--- src/rtl/ef_i2c_apb_arbiter.sv ---
// Round-robin arbiter sharing one APB completer between two requesters, with per-requester lock and lock-idle timeout.
// Latency: PSEL seen at T -> m_PSEL at T+1 -> m_PENABLE at T+2; a non-owner simply sees PREADY low until served.
module ef_i2c_apb_arbiter #(
  parameter int unsigned LOCK_TIMEOUT = 1024
) (
  input  logic        PCLK,
  input  logic        PRESETn,
  input  logic        s0_PSEL,
  input  logic        s0_PENABLE,
  input  logic        s0_PWRITE,
  input  logic [31:0] s0_PADDR,
  input  logic [31:0] s0_PWDATA,
  input  logic        s0_PLOCK,
  output logic        s0_PREADY,
  output logic [31:0] s0_PRDATA,
  input  logic        s1_PSEL,
  input  logic        s1_PENABLE,
  input  logic        s1_PWRITE,
  input  logic [31:0] s1_PADDR,
  input  logic [31:0] s1_PWDATA,
  input  logic        s1_PLOCK,
  output logic        s1_PREADY,
  output logic [31:0] s1_PRDATA,
  output logic        m_PSEL,
  output logic        m_PENABLE,
  output logic        m_PWRITE,
  output logic [31:0] m_PADDR,
  output logic [31:0] m_PWDATA,
  input  logic        m_PREADY,
  input  logic [31:0] m_PRDATA,
  output logic [1:0]  grant_o,
  output logic        locked_o,
  output logic        lock_timeout_o
);

  typedef enum logic [1:0] {IDLE, SETUP, ACCESS, LOCKED} state_e;

  localparam logic [15:0] TO_LAST = 16'(LOCK_TIMEOUT - 1);

  state_e      state_q, state_d;
  logic        owner_q, owner_d;
  logic        last_q, last_d;
  logic [1:0]  grant_q, grant_d;
  logic [15:0] cnt_q, cnt_d;
  logic        to_q, to_d;
  logic [31:0] paddr_q, paddr_d;
  logic [31:0] pwdata_q, pwdata_d;
  logic        pwrite_q, pwrite_d;
  logic        cap, cap_sel;
  logic        own_psel, own_plock;
  logic        done;
  logic        unused_penable;

  // Arbitration looks only at PSEL; PENABLE carries no information for us.
  assign unused_penable = s0_PENABLE ^ s1_PENABLE;

  assign own_psel  = owner_q ? s1_PSEL  : s0_PSEL;
  assign own_plock = owner_q ? s1_PLOCK : s0_PLOCK;

  always_ff @(posedge PCLK or negedge PRESETn) begin
    if (!PRESETn) begin
      state_q  <= IDLE;
      owner_q  <= 1'b0;
      last_q   <= 1'b1;
      grant_q  <= 2'b00;
      cnt_q    <= 16'd0;
      to_q     <= 1'b0;
      paddr_q  <= 32'd0;
      pwdata_q <= 32'd0;
      pwrite_q <= 1'b0;
    end else begin
      state_q  <= state_d;
      owner_q  <= owner_d;
      last_q   <= last_d;
      grant_q  <= grant_d;
      cnt_q    <= cnt_d;
      to_q     <= to_d;
      paddr_q  <= paddr_d;
      pwdata_q <= pwdata_d;
      pwrite_q <= pwrite_d;
    end
  end

  always_comb begin
    state_d = state_q;
    owner_d = owner_q;
    last_d  = last_q;
    grant_d = grant_q;
    cnt_d   = 16'd0;
    to_d    = 1'b0;
    cap     = 1'b0;
    cap_sel = owner_q;
    case (state_q)
      IDLE: begin
        if (s0_PSEL || s1_PSEL) begin
          // On a tie the requester that was not served last wins.
          cap_sel = (s0_PSEL && s1_PSEL) ? ~last_q : s1_PSEL;
          cap     = 1'b1;
          owner_d = cap_sel;
          last_d  = cap_sel;
          grant_d = cap_sel ? 2'b10 : 2'b01;
          state_d = SETUP;
        end
      end
      SETUP: state_d = ACCESS;
      ACCESS: begin
        if (m_PREADY) begin
          if (own_plock) begin
            state_d = LOCKED;
          end else begin
            state_d = IDLE;
            grant_d = 2'b00;
          end
        end
      end
      LOCKED: begin
        if (own_psel) begin
          cap     = 1'b1;
          state_d = SETUP;
        end else if (!own_plock) begin
          state_d = IDLE;
          grant_d = 2'b00;
        end else if (cnt_q == TO_LAST) begin
          state_d = IDLE;
          grant_d = 2'b00;
          to_d    = 1'b1;
        end else begin
          cnt_d = cnt_q + 16'd1;
        end
      end
      default: state_d = IDLE;
    endcase
    paddr_d  = cap ? (cap_sel ? s1_PADDR  : s0_PADDR)  : paddr_q;
    pwdata_d = cap ? (cap_sel ? s1_PWDATA : s0_PWDATA) : pwdata_q;
    pwrite_d = cap ? (cap_sel ? s1_PWRITE : s0_PWRITE) : pwrite_q;
  end

  always_comb begin
    m_PSEL    = (state_q == SETUP) || (state_q == ACCESS);
    m_PENABLE = (state_q == ACCESS);
    locked_o  = (state_q == LOCKED);
    done      = (state_q == ACCESS) && m_PREADY;
    // An owner that dropped PSEL mid-transfer gets no response.
    s0_PREADY = done && grant_q[0] && s0_PSEL;
    s1_PREADY = done && grant_q[1] && s1_PSEL;
    s0_PRDATA = s0_PREADY ? m_PRDATA : 32'd0;
    s1_PRDATA = s1_PREADY ? m_PRDATA : 32'd0;
  end

  assign m_PADDR        = paddr_q;
  assign m_PWDATA       = pwdata_q;
  assign m_PWRITE       = pwrite_q;
  assign grant_o        = grant_q;
  assign lock_timeout_o = to_q;

endmodule

--- config.mk ---
export PLATFORM = sky130hd
export DESIGN_NAME = ef_i2c_apb_arbiter
export DESIGN_NICKNAME = d
export VERILOG_FILES = /design/src/rtl/ef_i2c_apb_arbiter.sv
export SDC_FILE = /design/constraint.sdc
export NUM_CORES = 1
export LEC_CHECK = 0
export BUFFER_PORTS_ARGS = -buffer_cell sky130_fd_sc_hd__buf_4
export CAP_MARGIN = 20
export CORE_AREA = 2 2 120 122
export CTS_BUF_LIST = sky130_fd_sc_hd__clkbuf_16
export DETAILED_ROUTE_END_ITERATION = 16
export DIE_AREA = 0 0 122 124
export PLACE_DENSITY = 0.79
export SLEW_MARGIN = 20
export SYNTH_ARGS = -nofsm -noshare
export SYNTH_HDL_FRONTEND = slang
export SYNTH_SLANG_ARGS = --single-unit
--- constraint.sdc ---
create_clock -name PCLK -period 2.9 [get_ports PCLK]
set_input_delay 0.29 -clock PCLK [delete_from_list [all_inputs] [get_ports PCLK]]
set_output_delay 0.29 -clock PCLK [all_outputs]
set_load 0.02 [all_outputs]
==> impl_results.md, run 1 <==
* Most frequent cell after synthesis: mux2_2
* Overall power at 7.45 mW
* Status: complete, no violations
* Num rows at 43
* Routed vias/inst at 4.78
* Starting Density at 35.8%
* CP Buf/Inv Count at 2
* Worst path slowest cell: and4_1
* Syn Area/Cell at 12.0 sq um
* Fillers at 1164
* H-Tree Depth at 3
* Tightest Pin Transition at 0.782 ns
* Max Buffers Root-to-Sink at 2
* Worst-path clk slew at 0.06 ns
* Post-route ant nets at 0
* Iteration-0 DRC count of the detailed router at 115
* First-pass DRT Iterations at 4
* CTS Buf Count at 9
* Slew Limit Fails at 0
* # port buffers at 305
* GRT overflow at 0
* First-pass GRT wire length at 21.3 mm
* EDFF count, synth at 0
* Vias in the first global route at 4359
* Clk_lat worst skew at 0.34 ns
* CP Capture Type: output port
* Area of the multi-input gates at 2560 sq um
* Antenna cells at 0
* RSZ-0062 raised after global routing: no
* Sequential share of the synthesized area at 44.8%
* Worst hold path class: input pin to flop
* Clock root buffer: clkbuf_16
* Synthesis Warnings at 0
* Synth Cell Area at 4910 sq um
* Ys async rst share at 100%
* Top cell type's share of synthesized area at 44.3%
* Worst Setup Path Type: flop to output port
* Initial antenna violation count at 0
* Die Footprint at 15100 sq um
* Routed wire length at 14.3 mm
* Post-Synthesis Cells at 411
* Slew margin rel. at 47.9%
* Pwr dens at 962 nW/um^2
* Core area at 13700 sq um
* GRT Util Overall at 18.3%
* CTS sink cnt at 88
* Syn_nets at 588
* Storage element area at 2200 sq um
* Buffer count from post-CTS setup fixing at 0
* DP HPWL at 11.2 mm
* Final WS setup at 0.240 ns
* Synth area leaders: dfrtp_1 44%, mux2_2 30%, and2_1 8.1%
* CTS tree: yes
* Fin crit share at 91.7%
* Max-Cap Viols at 0
* Final Hold Fails at 0
* Crit path largest cell delay at 0.76 ns
* Crit path cell chain: inv_1, ha_1, and4_1, and2_1, buf_4
* Largest net degree at the start of global routing at 64
* Setup TNS at 0 ns
* Die width at 122 um
* Synth-to-Final Area Change at 57.7%
* Crit path time final at 2.66 ns
* Endpoints failing setup at 0
* DRC errors left at 0
* Fin util at 56.5%
* Area leader, netlist: dfrtp_1
* Ports at 308
* Post-CTS Resized at 0
* Worst setup skew after layout at 0.00590 ns
* Placed cell areas at 7380 sq um
* Finished layout cell area at 7750 sq um
* Nets at 888
* CTS Hold Buffers Added at 1
* Flops & latches, synth at 88
* Leakage at 3.69 nW
* F_max at 376 MHz
* Via count at 4286
* Share of cells above drive strength 1 at 65.2%
* Synth cell count leaders: 132 x mux2_2, 87 x dfrtp_1, 64 x and2_1
* WL per Instance at 16.0 um
* Worst Setup Start Kind: flop
* Yosys cell types at 39
* Max IR drop VDD at 0.577 mV
* Die height at 124 um
* Most used DFF post-synth: dfrtp_1
* GPL Wtd Cong at 0.768
* Crit-path leading delay family: simple AND/OR/NAND/NOR gates
* Crit Path Max Fanout at 33
* DP Worst Slack at 0.485 ns
* Worst Path Required at 2.61 ns
* Data arrival, critical path at 2.37 ns
tightest hold or removal path: stages:
cell,delay [ns]
buf_4,0.13
nand2_1,0.05
o21ai_0,0.07
worst paths after layout:
| kind | from | end | slack (ns) | cells after the start |
|---|---|---|---|---|
| worst max-delay path | state_q[0] | s0_PRDATA[12] | 0.24 | 5 |
| worst min-delay path | s1_PSEL | last_q | 0.21 | 3 |
| worst max register to register | state_q[0] | m_PWDATA[0] | 0.49 | 7 |
| worst min register to register | m_PWDATA[13] | m_PWDATA[13] | 0.51 | 1 |
| max in group asynchronous | PRESETn | m_PWDATA[0] | 1.77 | 3 |
| min in group asynchronous | PRESETn | m_PWDATA[5] | 0.48 | 2 |
per-layer routing:
metal	part of all wire (%)	GRT usage (%)	up-vias
li1	-	-	2022
met1	34	17.9	2049
met2	53	34.1	195
met3	9.6	5.95	20
met4	2.7	9.77	0
met5	0	0	-
metrics by stage:
| step | hold slack [ns] | cells |
|---|---|---|
| 3_3_place_gp | 0.313 | 879 |
| 2_1_floorplan | -0.00559 | 411 |
| 3_5_place_dp | 0.322 | 879 |
| 6_report | 0.213 | 896 |
| 5_1_grt | 0.203 | 896 |
| 4_1_cts | 0.195 | 896 |
sequential cells by signal, summed over array words and instances (netlist names):
name	flops
lock_timeout_o	1
grant_o	2
m_PWRITE	1
m_PWDATA	32
state_q	2
m_PADDR	32
owner_q	1
last_q	1
cnt_q	16
layout make-up:
class,instances,area share [%]
multi-input combinational,292,33.1
timing repair buffer,311,30.5
sequential,88,28.4
clock buffer,9,2.91
tap,180,2.91
clock inverter,7,1.74
inverter,9,0.436
cells by family (layout without fill, tap and decap cells):
group	count (synthesis)	count (layout)	synth area share (%)
XOR/XNOR	11	11	1.96
buffers and inverters	31	336	3.36
AO/OA/AOI/OAI	18	18	2.50
adder cells (fa/ha/maj)	6	6	1.53
flip-flops	88	88	44.8
AND/OR/NAND/NOR	122	122	14.9
multiplexers	135	135	30.9
placed cells by master, fill, tap and decap left out, types with 2 or more instances in the layout:
cell	instances
buf_12	2
nor3_1	3
nor2_1	16
bufinv_16	4
or2_2	2
xnor2_1	9
nor3b_1	2
nand2_1	12
nor4_1	3
dfrtp_1	87
or3_1	3
o31ai_1	2
nand3_1	4
buf_4	308
inv_1	10
o21ai_0	5
and2_1	64
mux2_1	2
ha_1	6
and4_1	2
or4_1	2
a21oi_1	4
clkbuf_16	9
mux2_2	132
nor2b_1	3
xor2_1	2
power breakdown:
part | internal, mW | leakage, nW | switching, mW
sequential | 1.77 | 1.07 | 0.291
clock | 0.923 | 0.174 | 0.476
combinational | 2.10 | 2.44 | 1.89
No activity file was read; power rests on OpenSTA's default activity.
==> run 2, diff against run 1 <==
==> constraint.sdc (replaced) <==
create_clock -name PCLK -period 2.9 [get_ports PCLK]
set_input_delay 0.58 -clock PCLK [delete_from_list [all_inputs] [get_ports PCLK]]
set_output_delay 0.58 -clock PCLK [all_outputs]
set_load 0.02 [all_outputs]
==> run 2 against run 1 <==
Routed wire length up 3.6%. Critical path depth up 1. Via count up 0.68%. Largest power group unchanged. First-iteration DRC count up 4.3%. Sequential cell count unchanged. Clock power down 11%. Combinational power up 5%. Utilization up 0.35 points. Total power up 0.71%. Hold slack worse by 0.011 ns. Sequential power about the same.
==> impl_results.md, run 2 (synthesized netlist as in run 1, its figures left out) <==
* Final WS setup at 0.296 ns
* Status: complete, no violations
* CTS Hold Buffers Added at 0
* Final Hold Fails at 0
* GPL Wtd Cong at 0.778
* Worst-path clk slew at 0.06 ns
* Post-CTS Resized at 0
* Worst setup skew after layout at 0.0110 ns
* Max-Cap Viols at 0
* Worst Setup Path Type: flop to output port
* Initial antenna violation count at 0
* DRC errors left at 0
* Crit-path leading delay family: buffers and inverters
* CTS Buf Count at 9
* Overall power at 7.50 mW
* Fin util at 56.8%
* Crit path cell chain: inv_1, ha_1, and4_1, buf_4, and2_1, buf_4
* DP Cell Count at 887
* DP Worst Slack at 0.478 ns
* Die width at 122 um
* Routed vias/inst at 4.78
* Endpoints failing setup at 0
* Setup crit start: state_q[0]
* Internal reg-to-reg setup slack at 0.49 ns
* Synth-to-Final Area Change at 58.6%
* Core area at 13700 sq um
* WL per Instance at 16.5 um
* Data arrival, critical path at 2.02 ns
* Fin crit share at 89.8%
* CTS sink cnt at 88
* Share of cells above drive strength 1 at 66.0%
* Setup TNS at 0 ns
* Vias in the first global route at 4479
* Pwr dens at 963 nW/um^2
* CP Buf/Inv Count at 3
* Ports at 308
* Clk_lat worst skew at 0.34 ns
* Worst Setup Start Kind: flop
* First-pass GRT wire length at 22.0 mm
* CP Capture Type: output port
* Crit path time final at 2.60 ns
* GRT overflow at 0
* RSZ-0062 raised after global routing: no
* Reg2reg path depth at 8
* Most common cell after layout, fill and taps aside: buf_4
* Crit Path Max Fanout at 33
* CTS tree: yes
* Critical path's most frequent cell: buf_4
* Starting Density at 35.8%
* Clock root buffer: clkbuf_16
* # port buffers at 305
* Critical R2R Capture: m_PWDATA[7]
* Routed wire length at 14.9 mm
* Largest net degree at the start of global routing at 53
* Worst path slowest cell: dfrtp_1
* Die Footprint at 15100 sq um
* First-pass DRT Iterations at 4
* R2r startpoint: state_q[1]
* Leakage at 3.72 nW
* Worst Path Required at 2.32 ns
* Antenna cells at 0
* Worst hold path class: input pin to async pin
* Iteration-0 DRC count of the detailed router at 120
* Nets at 895
* Final Instance Count excl. Fillers at 903
* H-Tree Depth at 3
* Slew margin rel. at 64.8%
* Die height at 124 um
* DP HPWL at 11.9 mm
* Max Buffers Root-to-Sink at 2
* Via count at 4315
* Tightest Pin Transition at 0.522 ns
* Num rows at 43
* Crit path to: s0_PRDATA[15]
* Slew Limit Fails at 0
* Crit path largest cell delay at 0.41 ns
* GRT Util Overall at 19.0%
* Post-route ant nets at 0
* Critical path depth in cells at 6
* Max IR drop VDD at 0.790 mV
* Most frequent cells in the layout: 313 x buf_4, 132 x mux2_2, 87 x dfrtp_1, 64 x and2_1, 16 x nor2_1
* Buffer count from post-CTS setup fixing at 0
* F_max at 384 MHz
## run 2: cell count changes in the layout (fill, tap and decap cells not counted)
cell / before / now
dlygate4sd3_1: 1 / 0
inv_6: 0 / 1
bufinv_16: 4 / 2
inv_1: 10 / 9
buf_4: 308 / 313
clkinv_2: 0 / 2
buf_12: 2 / 5
clkinv_4: 0 / 1
clkinv_1: 1 / 0
## run 2: how the worst min path moves through the flow
stage                  start  depth (start not counted)          end
global route         PRESETn                          1  m_PWDATA[5]
finish               PRESETn                          1  m_PWDATA[5]
CTS                  PRESETn                          1  m_PWDATA[5]
detailed placement  cnt_q[0]                          1     cnt_q[0]
floorplan            PRESETn                          0     cnt_q[0]
global placement    cnt_q[0]                          1     cnt_q[0]
## run 2: area by class of cell
class | count | area [sq um]
fill | 1181 | 5930
multi-input combinational | 292 | 2560
timing repair buffer | 318 | 2450
sequential | 88 | 2200
clock buffer | 9 | 225
tap | 180 | 225
clock inverter | 7 | 95.1
inverter | 9 | 33.8
## run 2: per-layer routing
metal	up-vias	global-route usage [%]	part of all wire, %
met5	-	0	0
met4	0	8.91	2.5
met3	21	6.04	8.8
met2	196	36.3	55
met1	2063	18.5	34
li1	2035	-	-
## run 2: through the flow
stage,hold WS [ns],cell area (sq um)
floorplan,0.284,4910
global placement,0.469,7470
detailed placement,0.489,7470
CTS,0.227,7790
global route,0.252,7790
finish,0.202,7790
## run 2: where the power goes
group          leakage (nW)  internal, mW  switching [mW]
clock network         0.156         0.756           0.496
logic                  2.49          2.24            1.94
registers              1.07          1.77           0.299
total                  3.72          4.77            2.74
